**src/rtl/ysyx_25040109_ifu_pkg.sv**
```systemverilog
// Shared constants for the instruction fetch unit: FSM encoding, NOP word, reset PC, fault codes.
// Pure definitions; no logic, no latency, no flow control.
package ysyx_25040109_ifu_pkg;

    localparam logic [1:0] S_REQ  = 2'd0;
    localparam logic [1:0] S_WAIT = 2'd1;
    localparam logic [1:0] S_HOLD = 2'd2;

    localparam logic [31:0] NOP              = 32'h0000_0013;
    localparam logic [31:0] DEFAULT_RESET_PC = 32'h8000_0000;

    localparam logic [1:0] FLT_NONE     = 2'b00;
    localparam logic [1:0] FLT_ACCESS   = 2'b01;
    localparam logic [1:0] FLT_MISALIGN = 2'b10;

endpackage

```
**src/rtl/ysyx_25040109_pc_next.sv**
```systemverilog
// Next-PC select: redirect beats sequential advance, otherwise hold. Purely combinational,
// zero latency, no flow control of its own.
module ysyx_25040109_pc_next #(
    parameter int XLEN = 32
) (
    input  logic [XLEN-1:0] pc,
    input  logic            redirect_valid,
    input  logic [XLEN-1:0] redirect_pc,
    input  logic            advance,
    output logic [XLEN-1:0] pc_next
);

    always_comb begin
        pc_next = pc;
        if (redirect_valid) begin
            pc_next = redirect_pc;
        end else if (advance) begin
            pc_next = pc + {{(XLEN-3){1'b0}}, 3'd4};
        end
    end

endmodule

```
**src/rtl/ysyx_25040109_ifu.sv**
```systemverilog
// Instruction fetch: one outstanding word read, one held instruction; accept->inst_valid is 2 cycles min.
// Decoder backpressure (inst_ready=0) freezes the held instruction and blocks the next request.
module ysyx_25040109_ifu
    import ysyx_25040109_ifu_pkg::*;
#(
    parameter logic [31:0] RESET_PC = DEFAULT_RESET_PC,
    parameter int          XLEN     = 32
) (
    input  logic            clk,
    input  logic            rst,
    output logic            mem_req_valid,
    input  logic            mem_req_ready,
    output logic [XLEN-1:0] mem_req_addr,
    input  logic            mem_resp_valid,
    input  logic [31:0]     mem_resp_data,
    input  logic            mem_resp_err,
    input  logic            redirect_valid,
    input  logic [XLEN-1:0] redirect_pc,
    output logic            inst_valid,
    input  logic            inst_ready,
    output logic [31:0]     inst,
    output logic [XLEN-1:0] inst_pc,
    output logic [1:0]      inst_fault
);

    logic [1:0]      state;
    logic [XLEN-1:0] pc;
    logic [XLEN-1:0] pc_nxt;
    logic            kill;
    logic            halt;
    logic            pc_aligned;
    logic            req_fire;
    logic            hold_fire;
    logic            advance;

    assign pc_aligned    = (pc[1:0] == 2'b00);
    assign mem_req_valid = (state == S_REQ) & ~rst & ~halt & pc_aligned;
    assign mem_req_addr  = pc;
    assign req_fire      = mem_req_valid & mem_req_ready;
    assign inst_valid    = (state == S_HOLD);
    assign hold_fire     = inst_valid & inst_ready;
    // A misaligned-target fault does not step the PC; the unit parks until redirected.
    assign advance       = hold_fire & (inst_fault != FLT_MISALIGN);

    ysyx_25040109_pc_next #(
        .XLEN(XLEN)
    ) u_pc_next (
        .pc            (pc),
        .redirect_valid(redirect_valid),
        .redirect_pc   (redirect_pc),
        .advance       (advance),
        .pc_next       (pc_nxt)
    );

    always_ff @(posedge clk) begin
        if (rst) begin
            state      <= S_REQ;
            pc         <= RESET_PC;
            kill       <= 1'b0;
            halt       <= 1'b0;
            inst       <= NOP;
            inst_pc    <= '0;
            inst_fault <= FLT_NONE;
        end else begin
            pc <= pc_nxt;
            case (state)
                S_REQ: begin
                    if (req_fire) begin
                        state <= S_WAIT;
                        kill  <= redirect_valid;
                    end else if (!redirect_valid && !halt && !pc_aligned) begin
                        state      <= S_HOLD;
                        inst       <= NOP;
                        inst_pc    <= pc;
                        inst_fault <= FLT_MISALIGN;
                    end
                end
                S_WAIT: begin
                    if (mem_resp_valid) begin
                        kill <= 1'b0;
                        // A response that was in flight across a redirect belongs to the old path.
                        if (redirect_valid || kill) begin
                            state <= S_REQ;
                        end else begin
                            state      <= S_HOLD;
                            inst       <= mem_resp_err ? NOP : mem_resp_data;
                            inst_pc    <= pc;
                            inst_fault <= mem_resp_err ? FLT_ACCESS : FLT_NONE;
                        end
                    end else if (redirect_valid) begin
                        kill <= 1'b1;
                    end
                end
                S_HOLD: begin
                    if (redirect_valid) begin
                        state <= S_REQ;
                    end else if (inst_ready) begin
                        state <= S_REQ;
                        halt  <= (inst_fault == FLT_MISALIGN);
                    end
                end
                default: state <= S_REQ;
            endcase
            if (redirect_valid) begin
                halt <= 1'b0;
            end
        end
    end

endmodule

```
**config.mk**
```make
export PLATFORM = sky130hd
export DESIGN_NAME = ysyx_25040109_ifu
export DESIGN_NICKNAME = d
export VERILOG_FILES = /design/src/rtl/ysyx_25040109_ifu_pkg.sv /design/src/rtl/ysyx_25040109_pc_next.sv /design/src/rtl/ysyx_25040109_ifu.sv
export SDC_FILE = /design/constraint.sdc
export NUM_CORES = 1
export LEC_CHECK = 0
export CELL_PAD_IN_SITES_DETAIL_PLACEMENT = 1
export CELL_PAD_IN_SITES_GLOBAL_PLACEMENT = 1
export CORE_MARGIN = 2
export CORE_UTILIZATION = 33
export CTS_BUF_LIST = sky130_fd_sc_hd__clkbuf_8 sky130_fd_sc_hd__clkbuf_16
export CTS_CLUSTER_DIAMETER = 80
export DETAILED_ROUTE_END_ITERATION = 8
export PLACE_DENSITY_LB_ADDON = 0.3
export SLEW_MARGIN = 20
export SYNTH_ARGS = -nofsm -noshare
export SYNTH_HDL_FRONTEND = slang
export SYNTH_HIERARCHICAL = 1
export SYNTH_SLANG_ARGS = --single-unit
```
**constraint.sdc**
```tcl
create_clock -name clk -period 3.12 [get_ports clk]
set_input_delay 0.624 -clock clk [delete_from_list [all_inputs] [get_ports clk]]
set_output_delay 0.624 -clock clk [all_outputs]
set_load 0.03 [all_outputs]
```
==> flow_summary.json, run 1 <==
{
  "status": "completed",
  "cellPowerDensity_nw_per_um2": 441,
  "drv.max_cap_violation_count": 0,
  "initial_core_util": 0.335,
  "drive_gt1_frac": 0.111,
  "dr_total_vias": 4640,
  "grt_overflow_total": 0,
  "cts_setup_buffers": 0,
  "die_area_um2": 15700,
  "drcViolationCount": 0,
  "routabilityCongestion": 0.743,
  "insertion_delay_ns": 0.35,
  "yosysTopAreaCell": "dfxtp_1",
  "end_kind": "flip-flop",
  "grt_pass1_vias": 4819,
  "final-seq-area_um2": 2040,
  "synth_top_area_frac": 0.420,
  "rsz0062_at_grt": "no",
  "max-slew-margin-rel": 0.542,
  "mappedNetlistArea_um2": 4860,
  "p_total_mw": 3.08,
  "port_buffers": 170,
  "final_nets": 758,
  "final.period_utilization": 0.828,
  "timing.hold.worst.class": "reg2reg",
  "holdBufCountCts": 0,
  "number_of_enable_type_register_cells_in_the_synthesized_netlist": 0,
  "n_antenna_cell": 0,
  "report.final.setup_viol": 0,
  "yosys.cell_types.count": 46,
  "synth_nets": 611,
  "post-route-min-period_ns": 2.58,
  "die_width_um": 125,
  "syn-mean-instance-area_um2": 9.01,
  "synth_common_cells": "102 x dfxtp_1, 48 x o21ai_0, 36 x nor2b_1, 32 x a21oi_1, 30 x clkbuf_1",
  "finalSetupTns_ns": 0,
  "drv_slew": 0,
  "netlist_top_cells_area": "dfxtp_1 42%, o211a_1 6.0%, o21ai_0 4.9%, nor2b_1 4.6%, or3b_2 4.0%",
  "detail_route.vias_per_cell": 5.30,
  "timing.critical_path.cells": "clkdlybuf4s50_1 -> nand2_1 -> nor2_1 -> nand4_1 -> or4_4 -> or4_1 -> a31oi_1 -> nor2b_1",
  "hp-start": "inst[21]",
  "slowest_delay_ns": 0.60,
  "path_class": "in2reg",
  "htree_levels": 3,
  "max_clock_freq_mhz": 387,
  "cts_tree": "done",
  "asyncSetResetFlopFracSynth": 0,
  "drtIter0Drc": 234,
  "fillCellCount": 1636,
  "yosys.cell_count.top_type": "dfxtp_1",
  "first_pass_iters": 6,
  "maximum_number_of_pins_on_one_net_before_global_route_repair": 58,
  "seq_area_frac_synth": 0.420,
  "critical_path.slowest_cell": "or4_4",
  "crit_path_start": "inst_ready",
  "synthFlopType": "dfxtp_1",
  "post_cts.resized_instances": 0,
  "post-dp-hpwl_um": 11300,
  "dieHeight_um": 125,
  "final_antenna_net_count": 0,
  "ctsLongestPathBuffers": 2,
  "worst_slew_pin_slew_ns": 0.684,
  "clock_sinks": 102,
  "io_pins": 171,
  "antenna_found_initial": 0,
  "area_occupied_by_multi_input_gates_um2": 2570,
  "timing_hold_violations_final": 0,
  "worstSetupStartpointType": "input pin",
  "cts-buffers-inserted": 9,
  "wl_per_cell_um": 18.0,
  "grt_first_pass_wirelength_um": 25400,
  "timing.critical_path.fanout_max": 15,
  "clock-root-buffer": "clkbuf_16",
  "groute.usage.overall": 0.199,
  "skew_ns": 0.00744,
  "worst_path_arrival_time_ns": 2.87,
  "synth_seq_cells": 102,
  "wirelength_um": 15700,
  "syn-instance-count": 539,
  "yosysWarningCount": 6,
  "leakage_nw": 2.79,
  "worst_ir_drop_vdd_mv": 0.230,
  "timing.rr.start": "state[1]",
  "worst_ep_required_time_ns": 3.41,
  "fp-row-count": 44,
  "core_area_um2": 14500,
  "clock_transition_at_the_registers_of_the_reported_paths_ns": 0.07,
  "area_growth_pct": 44.0
}
[routing by layer]
layer | part of all wire | global-route usage | routed length [µm] | up-vias
li1 | - | - | - | 2269
met1 | 0.45 | 0.243 | 7010 | 2251
met2 | 0.49 | 0.346 | 7770 | 108
met3 | 0.048 | 0.0479 | 756 | 12
met4 | 0.013 | 0.0641 | 211 | 0
met5 | 0 | 0 | 0 | -
[worst max-delay path: cells and delay by family]
family / cells / cell delay [ns]
compound gates: 1 / 0.18
simple gates: 6 / 1.58
buf+inv: 1 / 0.48
[sequential cells by signal, indices dropped and copies added (netlist names)]
| signal | flops |
|---|---|
| inst | 32 |
| mem_req_addr | 32 |
| halt | 1 |
| state | 2 |
| inst_fault | 2 |
| inst_pc | 32 |
| kill | 1 |
[cells in the final DEF (no fill, tap or decap), types with 8 or more instances in the layout]
cell	Yosys	final
a21oi_1	32	32
a31o_1	16	16
a31o_2	13	13
a31oi_1	13	13
and4_1	8	8
buf_4	11	14
clkbuf_16	0	9
clkdlybuf4s50_1	0	169
dfxtp_1	102	102
nand2_1	27	27
nand3_1	9	9
nand4_1	13	13
nor2_1	29	28
nor2b_1	36	36
o211a_1	29	29
o21ai_0	48	48
o21ai_1	8	8
or3_1	10	10
or3b_1	10	10
or3b_2	22	22
xor2_1	10	10
[metrics by stage]
| step | hold slack (ns) | util | cells | worst slack, ns | cell area (µm²) |
|---|---|---|---|---|---|
| 2_1_floorplan | 0.526 | - | 539 | 0.282 | 4860 |
| 3_3_place_gp | 0.458 | 0.461 | 859 | 0.194 | 6680 |
| 3_5_place_dp | 0.467 | 0.461 | 859 | 0.190 | 6680 |
| 4_1_cts | 0.483 | 0.483 | 875 | 0.475 | 7000 |
| 5_1_grt | 0.488 | 0.483 | 875 | 0.384 | 7000 |
| 6_report | 0.477 | 0.483 | 875 | 0.538 | 7000 |
[final timing paths]
| kind | to | slack [ns] | cells past startpoint |
|---|---|---|---|
| max | mem_req_addr[29] | 0.54 | 8 |
| min | inst[21] | 0.48 | 1 |
| max reg2reg | mem_req_addr[29] | 0.56 | 8 |
| min reg2reg | inst[21] | 0.48 | 1 |
[power breakdown]
| group | switching (mW) | internal (mW) | total, mW |
|---|---|---|---|
| Clock | 0.494 | 0.707 | 1.20 |
| Sequential | 0.0572 | 1.35 | 1.40 |
| Combinational | 0.252 | 0.227 | 0.479 |
| Total | 0.803 | 2.28 | 3.08 |
[layout make-up]
type | count | share of cell area
Timing Repair Buffer | 185 | 0.260
Inverter | 4 | 0.00215
Multi-Input combinational cell | 384 | 0.367
Clock inverter | 3 | 0.00590
Tap cell | 184 | 0.0329
Clock buffer | 13 | 0.0401
Sequential cell | 102 | 0.292
[kinds of logic (layout without fill, tap and decap cells)]
kind of cell               count (synthesis)  in the layout  share of synthesized area
buffers and inverters                     53            205                     0.0528
and+or+nand+nor                          189            189                      0.241
adders and majority gates                  1              1                    0.00258
xor gates and xnor gates                  14             14                     0.0252
AOI/OAI and AO/OA                        172            172                      0.241
muxes                                      8              8                     0.0170
DFF                                      102            102                      0.420
Note: power is estimated with default switching activity, not from simulation.
==> run 2: changes to the inputs <==
--- a/config.mk
+++ b/config.mk
@@ -8,7 +8,7 @@
 export CELL_PAD_IN_SITES_DETAIL_PLACEMENT = 1
 export CELL_PAD_IN_SITES_GLOBAL_PLACEMENT = 1
 export CORE_MARGIN = 2
-export CORE_UTILIZATION = 33
+export CORE_UTILIZATION = 30
 export CTS_BUF_LIST = sky130_fd_sc_hd__clkbuf_8 sky130_fd_sc_hd__clkbuf_16
 export CTS_CLUSTER_DIAMETER = 80
 export DETAILED_ROUTE_END_ITERATION = 8
==> constraint.sdc (replaced) <==
create_clock -name clk -period 2.3 [get_ports clk]
set_input_delay 0.46 -clock clk [delete_from_list [all_inputs] [get_ports clk]]
set_output_delay 0.46 -clock clk [all_outputs]
set_load 0.03 [all_outputs]
==> run 2 against run 1 <==
Routed wire length rose by 2.6%. Via count rose by 3.4%. First-iteration DRC count fell by 32%. Non-clock buffer count rose by 25. Total power rose by 31%. Critical path depth fell by 6. Clock skew barely moved. Highest routed layer unchanged.
==> flow_summary.json, run 2 (same netlist as run 1, synthesis figures left out) <==
{
  "dieHeight_um": 131,
  "leakage_nw": 2.93,
  "worstSetupStartpointType": "flip-flop",
  "ctsLongestPathBuffers": 2,
  "post-route-min-period_ns": 2.15,
  "area_growth_pct": 49.3,
  "core_area_um2": 15800,
  "fillCellCount": 1798,
  "worst_ir_drop_vdd_mv": 0.347,
  "max_clock_freq_mhz": 464,
  "io_pins": 171,
  "status": "completed",
  "post-dp-hpwl_um": 11700,
  "cellPowerDensity_nw_per_um2": 555,
  "report.final.setup_viol": 0,
  "drv_slew": 0,
  "final.period_utilization": 0.936,
  "critical_path.n_buffers_inverters": 2,
  "holdBufCountCts": 0,
  "clock_transition_at_the_registers_of_the_reported_paths_ns": 0.07,
  "cts_tree": "done",
  "path_class": "reg2out",
  "clock-root-buffer": "clkbuf_16",
  "timing.critical_path.fanout_max": 7,
  "insertion_delay_ns": 0.35,
  "grt_first_pass_wirelength_um": 26500,
  "worst_ep_required_time_ns": 1.84,
  "die_width_um": 131,
  "final_cell_mix": "167 x clkdlybuf4s50_1, 100 x dfxtp_1, 48 x o21ai_0, 35 x buf_4, 34 x nor2b_1",
  "first_pass_iters": 6,
  "drive_gt1_frac": 0.150,
  "grt_pass1_vias": 5103,
  "htree_levels": 3,
  "clock_sinks": 102,
  "crit_family": "buffers and inverters",
  "wirelength_um": 16200,
  "fp-row-count": 46,
  "end_kind": "output port",
  "detail_route.vias_per_cell": 5.15,
  "initial_core_util": 0.307,
  "holdWs_ns": 0.429,
  "timing_hold_violations_final": 0,
  "grt_overflow_total": 0,
  "worst_slew_pin_slew_ns": 0.981,
  "dr_total_vias": 4797,
  "cts-buffers-inserted": 9,
  "port_buffers": 170,
  "skew_ns": 0.00709,
  "timing.hold.worst.class": "in2reg",
  "n_antenna_cell": 0,
  "die_area_um2": 17200,
  "max-slew-margin-rel": 0.345,
  "wl_per_cell_um": 17.3,
  "drtIter0Drc": 159,
  "routabilityCongestion": 0.764,
  "timing.critical_path.cells": "buf_4 -> clkdlybuf4s50_1",
  "maximum_number_of_pins_on_one_net_before_global_route_repair": 67,
  "worst_path_arrival_time_ns": 1.69,
  "drv.max_cap_violation_count": 0,
  "drcViolationCount": 0,
  "p_total_mw": 4.03,
  "groute.usage.overall": 0.186,
  "final_antenna_net_count": 0,
  "antenna_found_initial": 0,
  "critical_path.slowest_cell": "clkdlybuf4s50_1",
  "final_nets": 783,
  "most_common_cell_after_layout_fill_and_taps_aside": "clkdlybuf4s50_1",
  "slowest_delay_ns": 0.67
}
run 2: cell types whose count changed in the layout (fill, tap and decap cells not counted), moves of 2 or more:
cell,change
dfxtp_1,-2
clkdlybuf4s50_1,-2
inv_1,+2
dfxtp_2,+2
buf_4,+21
nor2b_1,-2
clkbuf_8,-2
buf_12,+4
run 2: worst register-to-register path, stage by stage (launching register included):
cell and delay [ns]:
dfxtp_2 0.33, nor2b_4 0.16, nand2_2 0.09, nor2_4 0.11
buf_4 0.11, and4_4 0.23, nand4_2 0.20, or4_1 0.56
a31oi_1 0.17, nor2b_1 0.13
run 2: layout make-up:
| class | instances | area [µm²] | area share |
|---|---|---|---|
| clock buffer | 11 | 253 | 0.0349 |
| clock inverter | 4 | 16.3 | 0.00224 |
| inverter | 4 | 15.0 | 0.00207 |
| multi-input combinational | 384 | 2590 | 0.357 |
| sequential | 102 | 2040 | 0.282 |
| tap | 216 | 270 | 0.0373 |
| timing repair buffer | 210 | 2060 | 0.285 |
run 2: stage by stage:
step	utilization	worst slack [ns]	cell area (µm²)	cells	TNS, ns
2_1_floorplan	-	0.0195	4880	539	0
6_report	0.458	0.146	7250	931	0
5_1_grt	0.458	-0.00358	7250	931	-0.00358
4_1_cts	0.457	0.00342	7230	930	0
3_5_place_dp	0.440	-0.369	6960	915	-6.55
3_3_place_gp	0.440	-0.333	6960	915	-5.43
run 2: what timing repair did:
item	CTS	global route
resized for setup	0	4
buffers inserted	0	1
setup endpoints to repair	0	11
run 2: power breakdown:
part           internal, mW  switching [mW]  total (mW)  leakage, nW
clock network         0.774           0.652        1.43        0.145
logic                 0.341           0.372       0.713         1.95
registers              1.83          0.0603        1.89        0.831
total                  2.94            1.08        4.03         2.93
run 2: worst paths after layout:
check | from | endpoint | slack [ns] | cells past startpoint
max reg2reg | state[1] | mem_req_addr[26] | 0.15 | 9
min | rst | inst_fault[1] | 0.43 | 2
min reg2reg | inst[8] | inst[8] | 0.48 | 1
max | mem_req_addr[5] | mem_req_addr[5] | 0.15 | 2
run 2: layer usage:
metal	wire, µm	up-vias	GRT usage
met3	983	28	0.0505
met1	7260	2324	0.228
met5	0	-	0
met2	7540	135	0.310
li1	-	2310	-
met4	359	0	0.0737
==> run 3: changes to the inputs <==
--- a/config.mk
+++ b/config.mk
@@ -10,8 +10,8 @@
 export CORE_MARGIN = 2
 export CORE_UTILIZATION = 30
 export CTS_BUF_LIST = sky130_fd_sc_hd__clkbuf_8 sky130_fd_sc_hd__clkbuf_16
-export CTS_CLUSTER_DIAMETER = 80
 export DETAILED_ROUTE_END_ITERATION = 8
+export MAX_ROUTING_LAYER = met4
 export PLACE_DENSITY_LB_ADDON = 0.3
 export SLEW_MARGIN = 20
 export SYNTH_ARGS = -nofsm -noshare
==> run 3 against run 2 <==
Die area stayed put. Combinational power is essentially flat. Register-to-register slack about the same. Non-clock buffer count is the same. Utilization is the same. Setup slack about the same. Hold slack better by 0.0059 ns. Critical path depth unchanged.
==> flow_summary.json, run 3 (same netlist as run 1, synthesis figures left out) <==
{
  "setup.worst_path.end": "mem_req_addr[5]",
  "end_kind": "output port",
  "report.final.setup_viol": 0,
  "post-dp-hpwl_um": 11700,
  "path_class": "reg2out",
  "routabilityCongestion": 0.774,
  "dieHeight_um": 131,
  "max-slew-margin-rel": 0.338,
  "leakage_nw": 2.93,
  "cellPowerDensity_nw_per_um2": 555,
  "final.period_utilization": 0.936,
  "max_clock_freq_mhz": 464,
  "final_cell_mix": "167 x clkdlybuf4s50_1, 100 x dfxtp_1, 48 x o21ai_0, 35 x buf_4, 34 x nor2b_1",
  "fillCellCount": 1798,
  "worstSetupStartpointType": "flip-flop",
  "wl_per_cell_um": 17.3,
  "crit_family": "buffers and inverters",
  "r2r.worst_path.cells": 9,
  "drv_slew": 0,
  "n_antenna_cell": 0,
  "wirelength_um": 16100,
  "grt_overflow_total": 0,
  "critical_path.n_buffers_inverters": 2,
  "non_filler_cell_area_final_um2": 7250,
  "cts-buffers-inserted": 9,
  "worst_slew_pin_slew_ns": 0.992,
  "timing.critical_path.cells": "buf_4 -> clkdlybuf4s50_1",
  "detail_route.vias_per_cell": 5.14,
  "reg2reg_slack_ns": 0.15,
  "fp-row-count": 46,
  "clock_transition_at_the_registers_of_the_reported_paths_ns": 0.07,
  "cts_tree": "done",
  "critical_path.slowest_cell": "clkdlybuf4s50_1",
  "worst_ep_required_time_ns": 1.84,
  "status": "completed",
  "initial_core_util": 0.307,
  "timing.rr.start": "state[1]",
  "drtIter0Drc": 146,
  "timing_hold_violations_final": 0,
  "clock_sinks": 102,
  "antenna_found_initial": 0,
  "grt_pass1_vias": 5117,
  "skew_ns": 0.00727,
  "die_width_um": 131,
  "slowest_delay_ns": 0.67,
  "post-route-min-period_ns": 2.15,
  "grt_first_pass_wirelength_um": 26500,
  "placedInstanceArea_um2": 6960,
  "drive_gt1_frac": 0.150,
  "finalSetupTns_ns": 0,
  "clock-root-buffer": "clkbuf_16",
  "worstSetupPathDepth": 2,
  "insertion_delay_ns": 0.35,
  "finalWorstSetupSlack_ns": 0.146,
  "drv.max_cap_violation_count": 0,
  "post-place-ws_ns": -0.369,
  "timing.hold.worst.class": "in2reg",
  "final_nets": 783,
  "worst_ir_drop_vdd_mv": 0.343,
  "die_area_um2": 17200,
  "first_pass_iters": 4,
  "hp-start": "rst",
  "layout.core_utilization": 0.458,
  "core_area_um2": 15800,
  "drcViolationCount": 0,
  "ctsLongestPathBuffers": 2,
  "htree_levels": 3,
  "most_common_cell_after_layout_fill_and_taps_aside": "clkdlybuf4s50_1",
  "port_buffers": 170,
  "regToRegEndpoint": "mem_req_addr[26]",
  "crit_path_start": "mem_req_addr[5]",
  "io_pins": 171,
  "groute.usage.overall": 0.192,
  "worst_path_arrival_time_ns": 1.69,
  "dr_total_vias": 4789,
  "area_growth_pct": 49.3,
  "maximum_number_of_pins_on_one_net_before_global_route_repair": 67,
  "final_antenna_net_count": 0,
  "timing.critical_path.fanout_max": 7
}
run 3: cell counts in the layout (fill, tap and decap cells not counted):
Identical to the previous run, type by type.
run 3: cell type report:
type                    count  area [µm²]  area share
clock buffers              11         253      0.0349
clock inverters             4        16.3     0.00224
inverters                   4        15.0     0.00207
multi-input cells         384        2590       0.357
flip-flops and latches    102        2040       0.282
well taps                 216         270      0.0373
repair buffers            210        2060       0.285
run 3: worst min-delay path by stage:
stage / slack, ns / endpoint / depth (start not counted)
6_report: 0.44 / inst_fault[1] / 2
5_1_grt: 0.45 / inst_fault[1] / 2
4_1_cts: 0.43 / inst_fault[1] / 2
3_5_place_dp: 0.47 / inst[9] / 1
3_3_place_gp: 0.46 / inst[9] / 1
2_1_floorplan: 0.52 / kill / 1
run 3: routing by layer:
layer | routed length (µm) | track usage | up-vias
met5 | 0 | - | -
met4 | 352 | 0.0737 | 0
met3 | 927 | 0.0463 | 29
met2 | 7550 | 0.310 | 138
met1 | 7290 | 0.232 | 2308
li1 | - | - | 2314
run 3: power breakdown:
part / internal [mW] / switching, mW
clock network: 0.775 / 0.655
registers: 1.83 / 0.0600
logic: 0.341 / 0.372
total: 2.94 / 1.09
run 3: what timing repair did:
action	4_1_cts	5_1_grt
resized for setup	0	4
setup buffers	0	1
hold buffers	0	0
setup endpoints to repair	0	11
run 3: stage by stage:
stage	std cells	power, mW	hold WS, ns
finish	931	4.03	0.435
global route	931	4.22	0.451
CTS	930	4.09	0.430
detailed placement	915	2.64	0.469
global placement	915	2.62	0.459
floorplan	539	2.27	0.515
